`config.mk`:
```
export PLATFORM = sky130hd
export DESIGN_NAME = dest_router
export DESIGN_NICKNAME = d
export VERILOG_FILES = /design/src/rtl/dest_router.sv
export SDC_FILE = /design/constraint.sdc
export NUM_CORES = 1
export LEC_CHECK = 0
export CORE_ASPECT_RATIO = 0.7
export CORE_MARGIN = 2
export CORE_UTILIZATION = 35
export DETAILED_ROUTE_END_ITERATION = 10
export PLACE_DENSITY = 0.61
export SYNTH_ARGS = -nofsm -noshare
export SYNTH_HDL_FRONTEND = slang
export SYNTH_SLANG_ARGS = --single-unit
```
`constraint.sdc`:
```
create_clock -name clk -period 2.1 [get_ports clk]
set_clock_uncertainty 0.1 [all_clocks]
set_input_delay 0.21 -clock clk [delete_from_list [all_inputs] [get_ports clk]]
set_output_delay 0.21 -clock clk [all_outputs]
set_load 0.05 [all_outputs]
```
`src/rtl/dest_router.sv`:
```
// Destination router: buffers a packet's header until its destination result
// arrives, then steers the packet to one egress port or discards it.
module dest_router #(
  parameter int DATA_W    = 16,
  parameter int NUM_PORTS = 4,
  parameter int HDR_WORDS = 3
) (
  input  logic                 clk,
  input  logic                 reset,
  input  logic [DATA_W-1:0]    in_tdata,
  input  logic                 in_tvalid,
  input  logic                 in_tlast,
  output logic                 in_tready,
  input  logic [1:0]           dest_tdata,
  input  logic                 dest_tvalid,
  input  logic                 dest_tuser,
  output logic [DATA_W-1:0]    out_tdata,
  output logic                 out_tlast,
  output logic [NUM_PORTS-1:0] out_tvalid,
  input  logic [NUM_PORTS-1:0] out_tready,
  output logic [15:0]          fwd_count,
  output logic [15:0]          drop_count
);

  localparam int DEPTH = HDR_WORDS + 1;
  localparam int PW    = (DEPTH > 1) ? $clog2(DEPTH) : 1;
  localparam int CW    = $clog2(DEPTH + 1);
  localparam int HW    = $clog2(HDR_WORDS + 1);

  typedef enum logic [2:0] {IDLE, HDR, WAIT_DEST, FWD, DROP} state_t;

  state_t            state, state_nxt;
  logic [DATA_W:0]   mem [DEPTH];
  logic [PW-1:0]     wr_ptr, rd_ptr;
  logic [CW-1:0]     occ;
  logic [HW-1:0]     hdr_cnt, hdr_nxt;
  logic [1:0]        sel;
  logic              last_seen;
  logic [15:0]       fwd_cnt, drop_cnt;

  logic              push, pop, flush, take_dest, fwd_inc, drop_inc;
  logic              in_hs, fifo_full, fifo_empty, out_active, rdy;
  logic [DATA_W:0]   head;

  function automatic logic [PW-1:0] ptr_inc(input logic [PW-1:0] p);
    return (p == PW'(DEPTH - 1)) ? '0 : p + PW'(1);
  endfunction

  function automatic logic [15:0] sat_inc(input logic [15:0] v);
    return (v == 16'hFFFF) ? v : v + 16'd1;
  endfunction

  assign fifo_full  = (occ == CW'(DEPTH));
  assign fifo_empty = (occ == '0);
  assign head       = mem[rd_ptr];
  assign in_hs      = in_tvalid & in_tready;
  assign out_active = (state == FWD) & ~fifo_empty;
  assign pop        = out_active & out_tready[sel];
  assign hdr_nxt    = (state == IDLE) ? HW'(1) : hdr_cnt + HW'(1);

  always_comb begin
    rdy = 1'b0;
    case (state)
      IDLE, HDR, DROP: rdy = 1'b1;
      FWD:             rdy = ~fifo_full & ~last_seen;
      default:         rdy = 1'b0;
    endcase
  end

  // Gated by reset so ingress is refused the moment reset rises.
  assign in_tready  = rdy & ~reset;
  assign out_tvalid = out_active ? (NUM_PORTS'(1) << sel) : '0;
  assign out_tdata  = out_active ? head[DATA_W-1:0] : '0;
  assign out_tlast  = out_active & head[DATA_W];
  assign fwd_count  = fwd_cnt;
  assign drop_count = drop_cnt;

  always_comb begin
    state_nxt = state;
    push      = 1'b0;
    flush     = 1'b0;
    take_dest = 1'b0;
    fwd_inc   = 1'b0;
    drop_inc  = 1'b0;
    case (state)
      IDLE, HDR: begin
        if (in_hs) begin
          if (in_tlast) begin
            // Runt: packet ended inside the header, nothing to route.
            flush     = 1'b1;
            drop_inc  = 1'b1;
            state_nxt = IDLE;
          end else begin
            push = 1'b1;
            if (hdr_nxt == HW'(HDR_WORDS)) begin
              if (dest_tvalid) begin
                take_dest = 1'b1;
                flush     = dest_tuser;
                state_nxt = dest_tuser ? DROP : FWD;
              end else begin
                state_nxt = WAIT_DEST;
              end
            end else begin
              state_nxt = HDR;
            end
          end
        end
      end
      WAIT_DEST: begin
        if (dest_tvalid) begin
          take_dest = 1'b1;
          flush     = dest_tuser;
          state_nxt = dest_tuser ? DROP : FWD;
        end
      end
      FWD: begin
        push = in_hs;
        if (pop && head[DATA_W]) begin
          fwd_inc   = 1'b1;
          state_nxt = IDLE;
        end
      end
      DROP: begin
        if (in_hs && in_tlast) begin
          drop_inc  = 1'b1;
          state_nxt = IDLE;
        end
      end
      default: state_nxt = IDLE;
    endcase
  end

  always_ff @(posedge clk or posedge reset) begin
    if (reset) begin
      state     <= IDLE;
      occ       <= '0;
      wr_ptr    <= '0;
      rd_ptr    <= '0;
      hdr_cnt   <= '0;
      sel       <= '0;
      last_seen <= 1'b0;
      fwd_cnt   <= '0;
      drop_cnt  <= '0;
    end else begin
      state <= state_nxt;
      if (flush) begin
        occ    <= '0;
        wr_ptr <= '0;
        rd_ptr <= '0;
      end else begin
        case ({push, pop})
          2'b10:   occ <= occ + CW'(1);
          2'b01:   occ <= occ - CW'(1);
          default: occ <= occ;
        endcase
        if (push) wr_ptr <= ptr_inc(wr_ptr);
        if (pop)  rd_ptr <= ptr_inc(rd_ptr);
      end
      if ((state == IDLE || state == HDR) && in_hs) hdr_cnt <= hdr_nxt;
      if (take_dest) sel <= dest_tdata;
      if (state != FWD)                        last_seen <= 1'b0;
      else if (in_hs && in_tlast)              last_seen <= 1'b1;
      if (fwd_inc)  fwd_cnt  <= sat_inc(fwd_cnt);
      if (drop_inc) drop_cnt <= sat_inc(drop_cnt);
    end
  end

  // Word storage carries no reset; the output mux hides stale contents.
  always_ff @(posedge clk) begin
    if (push) mem[wr_ptr] <= {in_tlast, in_tdata};
  end

endmodule
```
==> results.md, run 1 <==
* Worst EP arrival: 1.89 ns
* peak ir drop on the vdd network: 0.000650 V
* IO Pins: 82
* commonest register cell after synthesis: sky130_fd_sc_hd__edfxtp_1
* period utilization: 1.05
* area of all placed cells without fillers: 7670 sq um
* Die W: 149 um
* Final Routed Wirelength: 11,700 um
* via count: 3,575
* crit path cell chain: buf_12 -> buf_16 -> mux4_2 -> and3_4 -> buf_6
* run status: finished with violations
* HPWL Detailed: 7700 um
* starting utilization of the core area: 0.355
* static leakage: 2.96 nW
* total power density per cell area: 1270 nW/um^2
* layout cell share with drive strength beyond 1: 0.364
* average via count per standard cell: 4.91
* critical path depth in cells: 5
* global-route wire length before repair: 18,400 um
* cell area reported after detailed placement: 6570 sq um
* Reg2Reg Setup Slack: -0.05 ns
* post-synthesis instance area: 5170 sq um
* die footprint: 15,800 sq um
* Routed wire per std cell: 16.0 um
* Synth Area per Inst: 13.9 sq um
* Syn. warnings: 0
* sum of overflow across all layers after global routing: 0
* sequential-to-total area share from yosys stat: 0.622
* worst-case headroom to the max-slew limit: 0.662
* final hold slack: 0.171 ns
* Worst Setup End Kind: primary output
* post-synth cell types: 51
* antenna-violating nets left: 0
* clock buffers created by TritonCTS: 17
* most common cell after layout, fill and taps aside: sky130_fd_sc_hd__edfxtp_1
* placeable core region: 14,600 sq um
* CTS Sinks: 115
* I/O Buffers: 81
* Hold Violations, Final: 0
* accumulated negative setup slack: -0.971 ns
* CP Launch Point: rd_ptr[0]$_DFFE_PP0P_
* Tot GR Track Use: 0.154
* number of remaining DRC errors: 0
* number of diodes added for antenna fixing: 0
* Top delay family on crit path: multiplexers
* flip-flop and latch count after synthesis: 115
* total number of H-tree levels: 4
* crit start category: register
* Core Rows: 37
* Period minus WS final: 2.20 ns
* crit path max-delay cell type: sky130_fd_sc_hd__mux4_2
* CTS tree: done
* clock tree root buffer cell: sky130_fd_sc_hd__clkbuf_16
* via count of the first global-routing pass: 3,615
* Initial DRC Count: 149
* ys async rst share: 0.409
* antenna violations before repair: 0
* setup repair after global routing missed its margin: true
* net count reported at finish: 556
* number of detailed-routing iterations run before antenna repair: 6
* reg2reg path depth: 7
* number of standard cells after synthesis: 372
* max-cap violation count: 0
* clock slew at reported path FFs: 0.06 ns
* critical setup path kind: reg -> out
* final setup violating endpoints: 19
* required time reported for the critical path endpoint: 1.79 ns
* commonest cells after routing, fill and taps aside: sky130_fd_sc_hd__edfxtp_1 (68), sky130_fd_sc_hd__clkdlybuf4s50_1 (59), sky130_fd_sc_hd__buf_4 (50)
* Vert. Die Dim: 106 um
* number of buffer and inverter instances along the worst setup path: 3
* max-slew violation total from the final report: 0
* count of flip-flops with a built-in enable after synthesis: 68
* Post-Synthesis Net Count: 408
* insertion delay to the later sink of the worst-skew pair: 0.40 ns
* Layout Area Growth over Synthesis: 48.3%
* final estimated routing congestion in global placement: 0.787
* utilization after layout: 0.526
* Worst Max-Slew Pin Slew: 0.506 ns
* crit path max fanout: 8
* crit path capture: out_tdata[9]
* Achievable Freq: 454 MHz
* worst min path class: in -> async
* failing checks: negative setup slack
* pin count of the biggest net entering global routing: 21
* CP peak stage delay: 0.50 ns
* least setup slack across all paths after layout: -0.103 ns
* Bufs on Longest Clock Path: 2
* FF-to-FF Start: sel[0]$_DFFE_PP0P_
* critical register-to-register path endpoint: occ[2]$_DFFE_PP0P_
-- cell usage after synthesis (all sizes together), types with 4 or more instances --
| master | number | area (sq um) |
|---|---|---|
| nand3 | 11 | 60.1 |
| o21ai | 6 | 30.0 |
| xnor2 | 18 | 158 |
| nand2 | 24 | 90.1 |
| nor2b | 4 | 25.0 |
| nor3 | 9 | 56.3 |
| clkbuf | 5 | 18.8 |
| inv | 9 | 33.8 |
| xor2 | 6 | 52.6 |
| ha | 7 | 87.6 |
| edfxtp | 68 | 2040 |
| buf | 8 | 45.0 |
| nand2b | 5 | 31.3 |
| and3 | 23 | 144 |
| nor2 | 24 | 90.1 |
| dfrtp | 47 | 1180 |
| mux2 | 7 | 78.8 |
| nand4 | 15 | 109 |
| nor3b | 6 | 45.0 |
| a21oi | 13 | 65.1 |
| mux4 | 18 | 417 |
-- layout make-up --
cell class | instances | area (sq um)
Fill cell | 1221 | 6910
Sequential cell | 115 | 3220
Tap cell | 195 | 244
Clock inverter | 9 | 72.6
Multi-Input combinational cell | 235 | 2120
Inverter | 9 | 33.8
Timing Repair Buffer | 142 | 1470
Clock buffer | 23 | 512
-- layer usage --
| metal | GRT usage | wire length (um) | vias up |
|---|---|---|---|
| met3 | 0.0515 | 571 | 7 |
| met4 | 0.0456 | 73 | 0 |
| li1 | - | - | 1711 |
| met5 | 0 | 0 | - |
| met2 | 0.230 | 5490 | 83 |
| met1 | 0.215 | 5550 | 1774 |
-- metrics by stage --
stage | worst slack (ns) | instances | power, mW
after floorplan | -0.325 | 372 | 5.03
after global placement | -0.290 | 678 | 6.19
after detailed placement | -0.315 | 678 | 6.26
after CTS | -0.131 | 721 | 9.58
after global routing | -0.175 | 728 | 10.2
final | -0.103 | 728 | 9.73
-- how the worst min path moves through the flow --
| stage | startpoint | to | cells after the start |
|---|---|---|---|
| after floorplan | in_tdata[0] | mem[0][0]$_DFFE_PP_ | 0 |
| after global placement | hdr_cnt[1]$_DFFE_PP0P_ | hdr_cnt[1]$_DFFE_PP0P_ | 2 |
| after detailed placement | hdr_cnt[1]$_DFFE_PP0P_ | hdr_cnt[1]$_DFFE_PP0P_ | 2 |
| after CTS | reset | fwd_count[11]$_DFFE_PP0P_ | 3 |
| after global routing | reset | fwd_count[7]$_DFFE_PP0P_ | 3 |
| final | reset | fwd_count[11]$_DFFE_PP0P_ | 3 |
-- sequential cells by signal (all words and copies together), names as in the netlist --
name and cells:
mem 68, drop_count 16, fwd_count 16, occ 3, state 3, hdr_cnt 2
rd_ptr 2, sel 2, wr_ptr 2, last_seen 1
-- power breakdown --
group          switching (mW)  internal [mW]  total (mW)
clock                   0.948           1.82        2.77
combinational            2.14           1.89        4.03
sequential              0.233           2.69        2.92
-- timing repair --
item	CTS	global route
setup buffers	10	7
endpoints found under the hold margin	0	0
setup endpoints to repair	23	45
pin swaps	9	13
hold buffers	0	0
cloned	1	0
resized for setup	51	38
-- worst register-to-register path, stage by stage, from the launching register on --
cell	delay (ns)
sky130_fd_sc_hd__dfrtp_1	0.38
sky130_fd_sc_hd__mux4_2	0.57
sky130_fd_sc_hd__nand3_2	0.12
sky130_fd_sc_hd__a21oi_2	0.05
sky130_fd_sc_hd__fa_2	0.35
sky130_fd_sc_hd__a211o_1	0.24
sky130_fd_sc_hd__a21o_1	0.16
sky130_fd_sc_hd__a21oi_2	0.10
-- logic make-up after synthesis --
group | synth area share
xor+xnor | 0.0406
fa+ha+maj | 0.0208
compound gates | 0.0503
buf+inv | 0.0189
mux | 0.0996
simple gates | 0.148
flops | 0.622
(Power assumes the default switching activity.)
==> run 2: changes to the inputs <==
--- a/config.mk
+++ b/config.mk
@@ -8,6 +8,7 @@
 export CORE_ASPECT_RATIO = 0.7
 export CORE_MARGIN = 2
 export CORE_UTILIZATION = 35
+export CTS_CLUSTER_SIZE = 10
 export DETAILED_ROUTE_END_ITERATION = 10
 export PLACE_DENSITY = 0.61
 export SYNTH_ARGS = -nofsm -noshare
==> results of run 2 <==
No change in the layout: final DEF, timing and power equal those of run 1.
